### config.mk
export PLATFORM = sky130hd
export DESIGN_NAME = sr_state_monitor
export DESIGN_NICKNAME = d
export VERILOG_FILES = /design/src/rtl/sr_mon_pkg.sv /design/src/rtl/sat_counter.sv /design/src/rtl/sr_state_monitor.sv
export SDC_FILE = /design/constraint.sdc
export NUM_CORES = 1
export LEC_CHECK = 0
export CAP_MARGIN = 40
export CORE_MARGIN = 2
export CORE_UTILIZATION = 52
export CTS_BUF_LIST = sky130_fd_sc_hd__clkbuf_2 sky130_fd_sc_hd__clkbuf_4 sky130_fd_sc_hd__clkbuf_8
export CTS_CLUSTER_DIAMETER = 120
export DETAILED_ROUTE_END_ITERATION = 8
export GPL_TIMING_DRIVEN = 0
export HOLD_SLACK_MARGIN = 0.05
export MAX_ROUTING_LAYER = met4
export PLACE_DENSITY = 0.81
export SYNTH_ARGS = -nofsm -noshare
export SYNTH_HDL_FRONTEND = slang
export SYNTH_SLANG_ARGS = --single-unit
export TNS_END_PERCENT = 1
### constraint.sdc
create_clock -name CLK -period 2.45 [get_ports CLK]
set_clock_uncertainty 0.05 [all_clocks]
set_input_delay 0.6125 -clock CLK [delete_from_list [all_inputs] [get_ports CLK]]
set_output_delay 0.6125 -clock CLK [all_outputs]
set_load 0.03 [all_outputs]
### src/rtl/sr_mon_pkg.sv
// Shared types and helpers for the SR flip-flop state monitor.
package sr_mon_pkg;

  typedef enum logic [1:0] {
    ST_IDLE   = 2'b00,
    ST_NORMAL = 2'b01,
    ST_WARN   = 2'b10,
    ST_FAULT  = 2'b11
  } state_e;

  // Sample class is the raw {Q,QN} pair.
  typedef enum logic [1:0] {
    CLS_NONE = 2'b00,
    CLS_ZERO = 2'b01,
    CLS_ONE  = 2'b10,
    CLS_BOTH = 2'b11
  } cls_e;

  // Bits needed to hold max(thresh, recover) without overflow.
  function automatic int unsigned run_w(input int unsigned thresh, input int unsigned recover);
    int unsigned m;
    int unsigned w;
    m = (thresh > recover) ? thresh : recover;
    w = 1;
    while ((64'(1) << w) <= 64'(m)) w++;
    return w;
  endfunction

endpackage

### src/rtl/sat_counter.sv
// Saturating up-counter with synchronous active-high reset.
module sat_counter #(
  parameter int unsigned W = 8
) (
  input  logic         CLK,
  input  logic         R,
  input  logic         inc,
  output logic [W-1:0] q
);

  logic [W-1:0] cnt_q;
  logic [W-1:0] cnt_d;

  always_comb begin
    cnt_d = cnt_q;
    if (inc && (cnt_q != {W{1'b1}})) cnt_d = cnt_q + W'(1);
  end

  always_ff @(posedge CLK) begin
    if (R) cnt_q <= '0;
    else   cnt_q <= cnt_d;
  end

  assign q = cnt_q;

endmodule

### src/rtl/sr_state_monitor.sv
// Samples an SR flip-flop's Q/QN/val, tracks valid Q, counts toggles and
// invalid samples, and debounces invalid runs into a sticky alarm.
module sr_state_monitor
  import sr_mon_pkg::*;
#(
  parameter int unsigned CNT_W   = 8,
  parameter int unsigned THRESH  = 3,
  parameter int unsigned RECOVER = 2
) (
  input  logic             CLK,
  input  logic             R,
  input  logic             CLR,
  input  logic             Q_IN,
  input  logic             QN_IN,
  input  logic             VAL_IN,
  output logic             Q_OUT,
  output logic [1:0]       STATE,
  output logic             ALARM,
  output logic             CONSIST_ERR,
  output logic [CNT_W-1:0] TOGGLE_CNT,
  output logic [CNT_W-1:0] FAULT_CNT
);

  localparam int unsigned RUN_W = run_w(THRESH, RECOVER);

  state_e             state_q, state_d;
  logic [RUN_W-1:0]   bad_q, bad_d, good_q, good_d;
  logic [RUN_W-1:0]   bad_nxt, good_nxt;
  logic               q_out_q, q_out_d;
  logic               alarm_q, alarm_d;
  logic               consist_q, consist_d;
  logic               tog_inc, flt_inc;
  cls_e               cls;
  logic               valid;

  assign cls      = cls_e'({Q_IN, QN_IN});
  assign valid    = VAL_IN && ((cls == CLS_ONE) || (cls == CLS_ZERO));
  assign bad_nxt  = bad_q + RUN_W'(1);
  assign good_nxt = good_q + RUN_W'(1);

  // Next-state, run tracking and counter strobes.
  always_comb begin
    state_d   = state_q;
    bad_d     = bad_q;
    good_d    = good_q;
    q_out_d   = q_out_q;
    tog_inc   = 1'b0;
    flt_inc   = 1'b0;
    consist_d = VAL_IN != (Q_IN ^ QN_IN);

    if (CLR) begin
      state_d = ST_IDLE;
      bad_d   = '0;
      good_d  = '0;
    end else begin
      case (state_q)
        ST_IDLE, ST_NORMAL: begin
          if (valid) begin
            state_d = ST_NORMAL;
            q_out_d = Q_IN;
            tog_inc = (state_q == ST_NORMAL) && (Q_IN != q_out_q);
          end else begin
            flt_inc = 1'b1;
            bad_d   = RUN_W'(1);
            good_d  = '0;
            state_d = (THRESH == 1) ? ST_FAULT : ST_WARN;
          end
        end
        ST_WARN: begin
          if (valid) begin
            q_out_d = Q_IN;
            tog_inc = Q_IN != q_out_q;
            bad_d   = '0;
            if (good_nxt == RUN_W'(RECOVER)) begin
              state_d = ST_NORMAL;
              good_d  = '0;
            end else begin
              good_d  = good_nxt;
            end
          end else begin
            flt_inc = 1'b1;
            good_d  = '0;
            bad_d   = bad_nxt;
            if (bad_nxt == RUN_W'(THRESH)) state_d = ST_FAULT;
          end
        end
        ST_FAULT: ;
        default: state_d = ST_IDLE;
      endcase
    end

    alarm_d = state_d == ST_FAULT;
  end

  always_ff @(posedge CLK) begin
    if (R) begin
      state_q   <= ST_IDLE;
      bad_q     <= '0;
      good_q    <= '0;
      q_out_q   <= 1'b0;
      alarm_q   <= 1'b0;
      consist_q <= 1'b0;
    end else begin
      state_q   <= state_d;
      bad_q     <= bad_d;
      good_q    <= good_d;
      q_out_q   <= q_out_d;
      alarm_q   <= alarm_d;
      consist_q <= consist_d;
    end
  end

  sat_counter #(.W(CNT_W)) u_toggle_cnt (
    .CLK (CLK),
    .R   (R),
    .inc (tog_inc),
    .q   (TOGGLE_CNT)
  );

  sat_counter #(.W(CNT_W)) u_fault_cnt (
    .CLK (CLK),
    .R   (R),
    .inc (flt_inc),
    .q   (FAULT_CNT)
  );

  assign Q_OUT       = q_out_q;
  assign STATE       = state_q;
  assign ALARM       = alarm_q;
  assign CONSIST_ERR = consist_q;

endmodule

# After elaboration in Yosys (flattened, before gate mapping)
# Index checks and enable logic that the tools add are counted.
[word_totals] register_bits=25 in_bits=6
[op_classes] muxes=20 add_sub_neg=4 reduce_logical=12 n_eq_ne=12 n_bitwise=2
[op_table] cell="$mux W2" count=10
[op_table] cell="$add A8 B1 Y8 const B" count=2
[op_table] cell="$ne A8 B8 Y1 const B" count=2
[op_table] cell="$pmux W2 S2" count=3
[op_table] cell="$eq A2 B2 Y1 const B" count=5
[op_table] cell="$mux W1" count=6
[op_table] cell="$add A2 B1 Y2 const B" count=2
[op_table] cell="$eq A2 B1 Y1 const B" count=2
[op_table] cell="$logic_and A1 B1 Y1" count=4
[op_table] cell="$reduce_or A2 Y1" count=2
[op_table] cell="$reduce_and A3 Y1" count=1
[op_table] cell="$reduce_or A3 Y1" count=1
[op_table] cell="$logic_not A2 Y1" count=1
[op_table] cell="$ne A1 B1 Y1" count=2
[op_table] cell="$ne A2 B2 Y1 const B" count=1
[op_table] cell="$pmux W1 S2" count=1
[op_table] cell="$reduce_and A2 Y1" count=1
[op_table] cell="$reduce_bool A2 Y1" count=1
[op_table] cell="$logic_or A1 B1 Y1" count=1
[op_table] cell="$not A1 Y1" count=1
[op_table] cell="$xor A1 B1 Y1" count=1

# Longest topological paths before layout
[logic_depth] depth_word=7 ltp_mapped=7 depth_no_buf=6

# Hierarchy
# A second synthesis with hierarchy kept.
[hier_totals] hier_cells=144 area_unflattened_um2=1375.1
[by_module_without_submodules] module="sat_counter" seq_area_each_um2=160.2 cells_per_inst=46 area_each_um2=430.4 instances=2
[by_module_without_submodules] module="sr_state_monitor" seq_area_each_um2=180.2 cells_per_inst=52 area_each_um2=514.2 instances=1

# Least setup slack after synthesis
# No wires, ideal clock.
[synth_timing] path_type="input-to-reg" from="input port Q_IN" to="register u_fault_cnt.cnt_q[3], in the netlist u_fault_cnt.q[3]" stages=7 t_required_ns=2.329 setup_time_ns=0.071 arrival_ns=1.933 setup_slack_ns=0.396 cell_sequence="xor2_1 > ha_1 > a211oi_2 > o21ai_1 > buf_2 > or3_1 > a21oi_1"
[synth_between] elab_chain_len=7 elab_cells_between_ends=8 classes_between="2 x eq/ne; 3 x mux; 3 x reduce/logical"
[synth_lines] element="from (decl)" line="sr_state_monitor.sv:13" source="input logic Q_IN,"
[synth_lines] element="$eq A2 B2 Y1 / $eq A2 B1 Y1 (equally long branches)" line="sr_state_monitor.sv:37" source="assign valid = VAL_IN && ((cls == CLS_ONE) || (cls == CLS_ZERO));"
[synth_lines] element="$logic_or A1 B1 Y1 *" line="sr_state_monitor.sv:37"
[synth_lines] element="$logic_and A1 B1 Y1 *" line="sr_state_monitor.sv:37"
[synth_lines] element="$mux W1 *" line="sr_state_monitor.sv:58, sr_state_monitor.sv:70"
[synth_lines] element="$mux W1 *"
[synth_lines] element="$mux W1 *" line="sr_state_monitor.sv:51" source="if (CLR) begin"
[synth_lines] element="$logic_and A1 B1 Y1 *" line="sat_counter.sv:16" source="if (inc && (cnt_q != {W{1'b1}})) cnt_d = cnt_q + W'(1);"
[synth_lines] element="to (signal assigned)" line="sat_counter.sv:21" source="else cnt_q <= cnt_d;"
[synth_lines] element="to (decl)" line="sat_counter.sv:11" source="logic [W-1:0] cnt_q;"
# Mark *: on every way between the ends. The rest lies on a longest branch, timed or not.
# A chain may end at the register's enable or synchronous reset.

# Worst setup path in the final report
# Same ends and word-level chain as after synthesis.

==> flow_summary_export.csv <==
group,metric,value,unit
synth,syn_area,1249,um2
routing,postRouteAntennaNets,0,
routing,wl,2736,um
synth,avgSynthCellArea,8.983,um2
power_and_ir_drop,max-vdd-ir-drop,0.0003622,V
hold_path,min_from,"good_q[1]",
layout,drive_gt1_share,8.284,%
cts,clk_pin_slew,0.14,ns
hold_path,worstHoldEndpoint,"good_q[1]",
sta,maxSlewViolCount,0,
floorplan,core,2233,um2
global_routing,grt_max_degree,15,
layout,layout.nets,181,
synth,ys_ff_latch,25,
critical_path,cp.arrival,2.56,ns
placed_design,gp_congestion,0.8329,
critical_path,rrSetupSlack,0.62,ns
layout,mostFrequentLayoutCells,"25 x dfxtp_1, 25 x clkdlybuf4s50_1, 13 x a21oi_1, 9 x nand2_1, 8 x nor2_1",
critical_path,path_depth,8,
critical_path,crit_chain,"clkdlybuf4s50_1 -> xor2_1 -> ha_2 -> a211oi_2 -> o21ai_1 -> buf_2 -> or3_1 -> a21oi_1",
floorplan,num_io_pins,27,
critical_path,crit_path_start_kind,"primary input",
routing,vias_per_cell,5.832,
critical_path,cp_top_family,"buffers and inverters",
critical_path,worstRegToRegCells,5,
layout,num_antenna_cells,0,
critical_path,end_kind,"register",
sta,tightest_slew,0.5736,ns
synth,synth_cell_types,39,
placed_design,io_buffer_count,25,
critical_path,cp_max_fo,10,
job,cap_violations,0,
sta,setup_tns,0,ns
synth,ys_async_sr_fraction,0,%
cts,cts_max_path_buffers,2,
hold_path,min_path_type,"reg -> reg",
critical_path,crit_type,"in -> reg",
synth,yosys_warnings,0,
floorplan,row_count,17,
critical_path,reg2reg_to,"u_toggle_cnt.q[7]",
cts,numClockSinks,25,
floorplan,dieArea,2810,um2
routing,avgRoutedWirePerCell,13.89,um
power_and_ir_drop,p_leak,0.5778,nW
power_and_ir_drop,power.density,453.8,nW/um2
synth,synth_seq_area_share,40.08,%
run_status,status,"completed",
synth,synth_nets,150,
hold_path,min_path_cells,1,
global_routing,grt_pass1_vias,1043,
layout,fillCellCount,193,
routing,firstDrtPassIters,4,
cts,cts_root_buf,"clkbuf_4",
critical_path,critical_path_required,2.65,ns
critical_path,cpPeakStageDelay,0.47,ns
layout,design_area,1583,um2
sta,fin_crit,2.358,ns
synth,ys.flop_type,"dfxtp_1",
critical_path,slowest_stage,"clkdlybuf4s50_1",
sta,finalSetupViolCount,0,
synth,synth_enable_flop_cells,0,
sta,max_freq,424.1,MHz
critical_path,r2r-start,"u_toggle_cnt.q[0]",
sta,period_share,96.25,%
placed_design,dpl_worst_slack,-0.3088,ns
global_routing,antenna_found_initial,0,
cts,cts_tree,"done",
floorplan,die_w,53.01,um
critical_path,path_buf_inv,2,
global_routing,track_usage,21.33,%
placed_design,placed_area,1534,um2
floorplan,initial_utilization,55.91,%
routing,drc,0,
cts,numCtsBuffers,3,
placed_design,dp_hpwl,1960,um
floorplan,die_h,53.01,um
cts,insertion_delay,0.31,ns
global_routing,grt_pass1_wl,4298,um
routing,vias,1149,
sta,slew_headroom,60.77,%
power_and_ir_drop,power,0.7183,mW
sta,postLayoutSetupSlackWorst,0.09199,ns
layout,syn2layout_area_growth,26.75,%
global_routing,grt_overflow,0,
sta,hold_violations,0,
cts,htreeDepth,1,
routing,initialDrtViolationCount,33,
sta,finalHoldWorstSlack,0.4406,ns
synth,netlist_instances,139,
cells by family after synthesis:
kind of cell	Yosys count	synth area share, %
and+or+nand+nor	57	26.05
AOI/OAI and AO/OA	32	16.23
adders and majority gates	5	5.010
muxes	5	4.108
DFF	25	40.08
xor gates and xnor gates	4	2.805
buffers and inverters	11	5.711
stage by stage:
stage                     instances  util, %
after floorplan                 139        -
after global placement          192    68.68
after detailed placement        192    68.68
after CTS                       196    69.92
after global routing            197    70.87
final                           197    70.87
Yosys cell counts, drive strengths merged (3+ instances only):
cell,instances,area [um2]
dfxtp,25,500.5
a21oi,13,65.06
nand2,9,33.78
nor2,8,30.03
o21ai,6,30.02
o31ai,6,45.04
ha,5,62.56
inv,5,18.77
nand3,5,25.02
nor3,5,25.02
or3,5,31.28
or4,5,37.54
buf,4,35.03
mux2i,4,40.04
nand4,4,25.02
nor2b,4,25.02
xor2,4,35.03
nand2b,3,18.77
final cells by class:
cell class / instances / area [um2] / area share (%)
plain buffers: 6 / 52.55 / 3.320
clock buffers: 3 / 22.52 / 1.423
clock inverters: 1 / 5.005 / 0.3162
inverters: 5 / 18.77 / 1.186
multi-input cells: 103 / 690.7 / 43.64
flip-flops and latches: 25 / 500.5 / 31.62
well taps: 28 / 35.03 / 2.213
repair buffers: 26 / 257.7 / 16.28
repair_timing:
item                       CTS  global route
setup endpoints to repair    0            11
gates resized for setup      0             3
buffers inserted             0             1
hold buffers                 0             0
worst max-delay path by stage:
stage / to / start
after floorplan: u_fault_cnt.q[3] / Q_IN
after global placement: u_fault_cnt.q[4] / Q_IN
after detailed placement: ALARM / Q_IN
after CTS: u_toggle_cnt.q[7] / Q_IN
after global routing: u_fault_cnt.q[4] / Q_IN
final: u_fault_cnt.q[3] / Q_IN
registers in the layout (all words and copies together) (netlist names):
name and flops:
u_toggle_cnt.q 8, u_fault_cnt.q 8, CONSIST_ERR 1, ALARM 1, Q_OUT 1, bad_q 2
good_q 2, STATE 2
where the power goes:
group / total (mW) / leakage (nW) / internal (mW) / switching [mW]
Clock: 0.184 / 0.0177 / 0.0610 / 0.123
Sequential: 0.425 / 0.203 / 0.416 / 0.00853
Combinational: 0.109 / 0.358 / 0.0476 / 0.0615
per-layer routing:
metal	global-route usage [%]	vias up	share of wire (%)
met2	35.00	34	49
met3	2.542	2	4.9
met4	7.692	0	0.73
li1	-	569	-
met1	27.11	544	45
met5	-	-	0
worst register-to-register path, stage by stage (launching register included):
cell and delay [ns]:
dfxtp_1 0.40, ha_1 0.27, nand4_1 0.13, or2b_1 0.28
or4_1 0.47, a21oi_1 0.17
Note: power is estimated with default switching activity, not from simulation.
